<file path="src/rtl/alu_result_fifo.sv">
// Result FIFO between the ALU and the writeback stage.
// Each entry holds result, overflow, zero and opcode; sticky overflow status and an event counter are kept alongside.
module alu_result_fifo #(
  parameter int WIDTH    = 32,
  parameter int DEPTH    = 4,
  parameter int ADDRBITS = 2
) (
  input  logic                clk,
  input  logic                reset,
  input  logic                in_valid,
  output logic                in_ready,
  input  logic [WIDTH-1:0]    in_result,
  input  logic                in_overflow,
  input  logic [2:0]          in_op,
  output logic                out_valid,
  input  logic                out_ready,
  output logic [WIDTH-1:0]    out_result,
  output logic                out_overflow,
  output logic                out_zero,
  output logic [2:0]          out_op,
  output logic [ADDRBITS:0]   count,
  input  logic                clear_sticky,
  output logic                sticky_overflow,
  output logic [7:0]          ovf_events
);

  typedef struct packed {
    logic [WIDTH-1:0] result;
    logic             overflow;
    logic             zero;
    logic [2:0]       op;
  } fifoEntry;

  localparam logic [ADDRBITS:0] FullCount = (ADDRBITS+1)'(DEPTH);

  fifoEntry              storage [DEPTH];
  fifoEntry              headEntry;
  logic [ADDRBITS-1:0]   wrPtr;
  logic [ADDRBITS-1:0]   rdPtr;
  logic                  isFull;
  logic                  isEmpty;
  logic                  doPush;
  logic                  doPop;
  logic                  ovfEvent;

  // Handshake qualifiers come only from the registered occupancy, so there is no in-to-out path.
  assign isFull   = (count == FullCount);
  assign isEmpty  = (count == '0);
  assign in_ready = ~isFull;
  assign out_valid = ~isEmpty;
  assign doPush   = in_valid & ~isFull;
  assign doPop    = out_ready & ~isEmpty;
  assign ovfEvent = doPush & in_overflow;

  // Storage needs no reset: an empty FIFO masks whatever it holds.
  always_ff @(posedge clk) begin
    if (doPush) begin
      storage[wrPtr] <= '{result:   in_result,
                          overflow: in_overflow,
                          zero:     (in_result == '0),
                          op:       in_op};
    end
  end

  always_ff @(posedge clk or posedge reset) begin
    if (reset) begin
      wrPtr <= '0;
      rdPtr <= '0;
      count <= '0;
    end else begin
      if (doPush) wrPtr <= wrPtr + ADDRBITS'(1);
      if (doPop)  rdPtr <= rdPtr + ADDRBITS'(1);
      if (doPush && !doPop)      count <= count + (ADDRBITS+1)'(1);
      else if (doPop && !doPush) count <= count - (ADDRBITS+1)'(1);
    end
  end

  // Head presentation; forced to zero while empty so stale storage never leaks out.
  always_comb begin
    headEntry    = storage[rdPtr];
    out_result   = '0;
    out_overflow = 1'b0;
    out_zero     = 1'b0;
    out_op       = '0;
    if (!isEmpty) begin
      out_result   = headEntry.result;
      out_overflow = headEntry.overflow;
      out_zero     = headEntry.zero;
      out_op       = headEntry.op;
    end
  end

  // A new overflow event beats a simultaneous clear: the count restarts at one.
  always_ff @(posedge clk or posedge reset) begin
    if (reset) begin
      sticky_overflow <= 1'b0;
      ovf_events      <= 8'd0;
    end else if (ovfEvent) begin
      sticky_overflow <= 1'b1;
      if (clear_sticky)
        ovf_events <= 8'd1;
      else if (ovf_events != 8'hFF)
        ovf_events <= ovf_events + 8'd1;
    end else if (clear_sticky) begin
      sticky_overflow <= 1'b0;
      ovf_events      <= 8'd0;
    end
  end

endmodule
</file>
<file path="config.mk">
export PLATFORM = sky130hd
export DESIGN_NAME = alu_result_fifo
export DESIGN_NICKNAME = d
export VERILOG_FILES = /design/src/rtl/alu_result_fifo.sv
export SDC_FILE = /design/constraint.sdc
export NUM_CORES = 1
export LEC_CHECK = 0
export ABC_AREA = 1
export CAP_MARGIN = 5
export CORE_MARGIN = 1
export CORE_UTILIZATION = 30
export CTS_CLUSTER_SIZE = 16
export DETAILED_ROUTE_END_ITERATION = 7
export MAX_ROUTING_LAYER = met4
export SLEW_MARGIN = 20
export SYNTH_ARGS = -nofsm -noshare
export SYNTH_HDL_FRONTEND = slang
export SYNTH_SLANG_ARGS = --single-unit
</file>
<file path="constraint.sdc">
create_clock -name clk -period 5.6 [get_ports clk]
set_clock_uncertainty 0.1 [all_clocks]
set_input_delay 1.12 -clock clk [delete_from_list [all_inputs] [get_ports clk]]
set_output_delay 1.12 -clock clk [all_outputs]
set_load 0.005 [all_outputs]
</file>
==> impl_metrics.json, run 1 <==
{
  "netSwitchingPower_uw": 1450,
  "num_antenna_cells": 0,
  "synth_top_area_frac": 0.657,
  "ioPinCount": 92,
  "combPwrFrac": 0.363,
  "drive_gt1_frac": 0.0581,
  "intPower_uw": 3130,
  "violations": "design-rule violations",
  "ys.flop_type": "edfxtp_1",
  "final-hold-violation-count": 0,
  "async_flop_share": 0.0976,
  "maxSlewViolCount": 0,
  "grt_antenna_before_repair": 0,
  "netlist_area_mm2": 0.00676,
  "fp.dieW_um": 152,
  "drtPass1Iterations": 8,
  "leakagePower_uw": 0.00303,
  "cts_resized": 0,
  "worstMarginPinSlew_ns": 0.966,
  "cts_buffers": 17,
  "tns_ns": 0,
  "grt_usage": 0.147,
  "finish.utilization": 0.391,
  "grt_pass1_vias": 4495,
  "crit_required_ns": 4.38,
  "pwr-share-clk": 0.269,
  "clockBufferDepth": 2,
  "crit_path_end_kind": "output port",
  "vias": 4476,
  "cts.sinks": 164,
  "area_delta_synth_final_pct": 26.8,
  "outcome": "complete, but fails checks",
  "hold_ws_ns": 0.409,
  "drt_iter0_markers": 286,
  "synth_area_leader_cell": "edfxtp_1",
  "grt_pass1_wl_mm": 25.0,
  "avgRoutedWirePerCell_um": 16.2,
  "dieArea_mm2": 0.0232,
  "rsz0062_at_grt": "false",
  "synth_enable_flop_cells": 148,
  "initial_core_util": 0.308,
  "yosysSeqAreaShare": 0.716,
  "min_period_over_period": 0.726,
  "synthTopCellsByArea": "edfxtp_1, nor2_1, dfrtp_1",
  "irDropWorstVdd_uv": 333,
  "routed_wl_mm": 15.7,
  "final_cell_mix": "nor2_1, edfxtp_1, clkdlybuf4s50_1",
  "min_period_ns": 4.07,
  "power_frac_seq": 0.368,
  "synth_cell_types": 25,
  "numPortBuffers": 91,
  "gr-total-overflow": 0,
  "hold_class": "flop to flop",
  "worstPathMaxFanout": 56,
  "yosys_warnings": 0,
  "fmax_ghz": 0.246,
  "drt_drc_violations_left": 4,
  "clock-root-buffer": "clkbuf_16",
  "crit_arrival_ns": 2.85,
  "synthCells": 585,
  "synth_seq_cells": 164,
  "synth_nets": 633,
  "cts_max_level": 4,
  "p_per_area_mw_per_mm2": 534,
  "clkTransAtPathRegs_ns": 0.06,
  "syn_area_per_cell_um2": 11.6,
  "fp.dieH_um": 152,
  "dp_hpwl_mm": 9.24,
  "swShare": 0.317,
  "final_common_cell": "nor2_1",
  "via_per_inst": 4.62,
  "tritoncts": "built",
  "clk_latency_ns": 0.42,
  "relSlewSlack": 0.355,
  "max_cap_violations": 0,
  "coreArea_mm2": 0.0220,
  "nets": 724,
  "fillers": 2102,
  "cp-start-kind": "flop",
  "std_cell_rows": 54,
  "setup_violations": 0,
  "postCtsHoldBufs": 0,
  "routabilityCongestion": 0.822,
  "ant_nets": 0,
  "critPathKind": "flop to output port",
  "postCtsSetupRepairBufs": 0,
  "grt_max_degree": 76
}
[final cells by class]
cell class / instances / area, µm² / area share
Multi-Input combinational cell: 371 / 1700 / 0.199
Clock inverter: 11 / 183 / 0.0213
Inverter: 24 / 90.1 / 0.0105
Timing Repair Buffer: 98 / 963 / 0.112
Tap cell: 280 / 350 / 0.0408
Clock buffer: 21 / 440 / 0.0513
Sequential cell: 164 / 4850 / 0.565
[path summary, 6_finish.rpt]
check,cells after the start,from,endpoint,slack (ns)
worst min register to register,2,sticky_overflow,sticky_overflow,0.41
worst min-delay path,2,sticky_overflow,sticky_overflow,0.41
min in group asynchronous,2,reset,count[0],0.99
worst max register to register,5,count[0],storage[1][36],3.06
worst max-delay path,5,rdPtr[0],out_result[29],1.53
max in group asynchronous,2,reset,rdPtr[0],3.95
[cells in the mapped netlist, types with 8 or more instances]
cell type	number
nor2_1	183
edfxtp_1	148
o21ai_0	47
a21oi_1	39
nand2_1	39
o21ai_1	28
inv_1	21
dfrtp_1	16
nand3_1	9
nand4_1	9
buf_2	8
[metrics by stage]
stage	cells	setup slack, ns	total power (µW)	area [µm²]
after CTS	969	1.45	4660	8580
after global routing	969	1.28	4890	8580
final	969	1.53	4580	8580
after global placement	937	1.93	3400	7950
after detailed placement	937	1.92	3410	7950
after floorplan	585	2.24	2590	6760
[logic make-up (layout without fill, tap and decap cells)]
| logic type | Yosys count | count (layout) | synth area share |
|---|---|---|---|
| fa+ha+maj | 7 | 7 | 0.0141 |
| simple gates | 243 | 243 | 0.141 |
| flops | 164 | 164 | 0.716 |
| compound gates | 117 | 117 | 0.0877 |
| buf+inv | 50 | 154 | 0.0363 |
| xor+xnor | 4 | 4 | 0.00518 |
[sequential cells by signal, indices dropped and copies added, names as in the netlist]
| register | flops |
|---|---|
| sticky_overflow | 1 |
| wrPtr | 2 |
| rdPtr | 2 |
| ovf_events | 8 |
| count | 3 |
| storage | 148 |
[power groups by stage]
stage	Sequential, µW	Combinational [µW]	Clock [µW]
after floorplan	1690	902	0
after global placement	1710	1690	0
after detailed placement	1710	1700	0
after CTS	1690	1710	1260
after global routing	1710	1870	1310
final	1690	1660	1230
[per-layer routing]
layer  part of all wire  vias to the layer above  GRT usage
met4              0.012                        0     0.0496
met3              0.040                       13     0.0364
met2               0.47                       84      0.227
met5                  0                        -          -
met1               0.48                     2173      0.189
li1                   -                     2206          -
[worst max-delay path, cell delays in order, from the launching register on]
cell and delay (ns):
dfrtp_2 0.41, inv_2 0.70, buf_4 0.38, o21ai_0 0.12, a21oi_1 0.25, clkdlybuf4s50_1 0.56
(Power assumes the default switching activity.)
==> inputs of run 2 (changes only) <==
==> constraint.sdc (replaced) <==
create_clock -name clk -period 3.7 [get_ports clk]
set_clock_uncertainty 0.1 [all_clocks]
set_input_delay 0.74 -clock clk [delete_from_list [all_inputs] [get_ports clk]]
set_output_delay 0.74 -clock clk [all_outputs]
set_load 0.005 [all_outputs]
==> impl_metrics.json, run 2 (synthesis results as in run 1) <==
{
  "via_per_inst": 4.62,
  "drt_iter0_markers": 350,
  "clkTransAtPathRegs_ns": 0.06,
  "grt_pass1_wl_mm": 24.3,
  "routed_wl_mm": 15.3,
  "drtPass1Iterations": 8,
  "p_per_area_mw_per_mm2": 801,
  "cts.sinks": 164,
  "min_period_ns": 3.25,
  "gr-total-overflow": 0,
  "avgRoutedWirePerCell_um": 15.8,
  "area_delta_synth_final_pct": 27.5,
  "maxSlewViolCount": 0,
  "outcome": "complete, but fails checks",
  "grt_pass1_vias": 4457,
  "cp-start-kind": "flop",
  "num_antenna_cells": 0,
  "drive_gt1_frac": 0.0709,
  "fp.dieH_um": 152,
  "min_period_over_period": 0.879,
  "dp_hpwl_mm": 9.55,
  "crit_required_ns": 2.86,
  "grt_usage": 0.141,
  "postCtsSetupRepairBufs": 0,
  "fmax_ghz": 0.307,
  "final_common_cell": "nor2_1",
  "std_cell_rows": 54,
  "relSlewSlack": 0.482,
  "grt_max_degree": 43,
  "nets": 726,
  "vias": 4490,
  "routabilityCongestion": 0.794,
  "cts_resized": 0,
  "worstMarginPinSlew_ns": 0.775,
  "clockBufferDepth": 2,
  "ant_nets": 0,
  "irDropWorstVdd_uv": 387,
  "max_cap_violations": 0,
  "grt_antenna_before_repair": 0,
  "place_inst": 939,
  "clock-root-buffer": "clkbuf_16",
  "reg_top3": "storage (148), ovf_events (8), count (3)",
  "dieArea_mm2": 0.0232,
  "fillers": 2057,
  "initial_core_util": 0.308,
  "tritoncts": "built",
  "cts_buffers": 17,
  "setup_ws_ns": 0.448,
  "worstPathMaxFanout": 37,
  "largest-register": "storage",
  "violations": "design-rule violations",
  "finalNonFillerCells": 971,
  "coreArea_mm2": 0.0220,
  "setup_violations": 0,
  "drt_drc_violations_left": 4,
  "final_cell_mix": "nor2_1, edfxtp_1, clkdlybuf4s50_1",
  "final-hold-violation-count": 0,
  "crit_arrival_ns": 2.41,
  "hold_class": "flop to flop",
  "fp.dieW_um": 152,
  "cts_max_level": 4,
  "postCtsHoldBufs": 0,
  "crit_path_end_kind": "output port",
  "largest_reg_flops": 148,
  "ioPinCount": 92,
  "rsz0062_at_grt": "false",
  "critPathKind": "flop to output port",
  "tns_ns": 0,
  "numPortBuffers": 91,
  "place_ws_ns": 0.849,
  "clk_latency_ns": 0.42,
  "leakagePower_uw": 0.00304
}
==> run 2: critical path: stages (launching register included) <==
cell and delay, ns:
dfrtp_1 0.44, inv_1 0.10, nand3_1 0.17, inv_2 0.62, a21oi_1 0.15, clkdlybuf4s50_1 0.50
==> run 2: stage by stage <==
stage	hold slack [ns]	utilization	power, µW	instance area [µm²]
detailed placement	0.404	0.365	5200	8020
global route	0.445	0.393	7340	8620
finish	0.417	0.393	6910	8620
floorplan	0.374	-	3920	6760
global placement	0.406	0.365	5180	8020
CTS	0.421	0.393	7010	8620
==> run 2: final timing paths <==
| path | start | end | cells past startpoint | slack, ns |
|---|---|---|---|---|
| worst max-delay path | count[0] | out_result[31] | 5 | 0.45 |
| worst min-delay path | sticky_overflow | sticky_overflow | 2 | 0.42 |
| worst max register to register | count[0] | count[1] | 9 | 1.34 |
| worst min register to register | sticky_overflow | sticky_overflow | 2 | 0.42 |
| max in group asynchronous | reset | rdPtr[0] | 2 | 2.44 |
| min in group asynchronous | reset | count[2] | 2 | 0.60 |
==> run 2: layout make-up <==
| type | instances | area [µm²] | area share |
|---|---|---|---|
| inverters | 24 | 90.1 | 0.0104 |
| multi-input cells | 371 | 1700 | 0.198 |
| clock inverters | 15 | 180 | 0.0209 |
| flip-flops and latches | 164 | 4850 | 0.562 |
| repair buffers | 100 | 1030 | 0.119 |
| well taps | 280 | 350 | 0.0406 |
| clock buffers | 17 | 425 | 0.0493 |
==> run 2: routing by layer <==
metal,up-vias,track usage,part of all wire
met1,2161,0.185,0.48
met5,-,-,0
li1,2212,-,-
met4,0,0.0466,0.010
met2,105,0.215,0.46
met3,12,0.0347,0.049
==> run 2: where the power goes <==
part	total [µW]	internal (µW)	switching [µW]
registers	2540	2420	116
logic	2580	1170	1400
clock network	1800	1070	731
total	6910	4660	2250
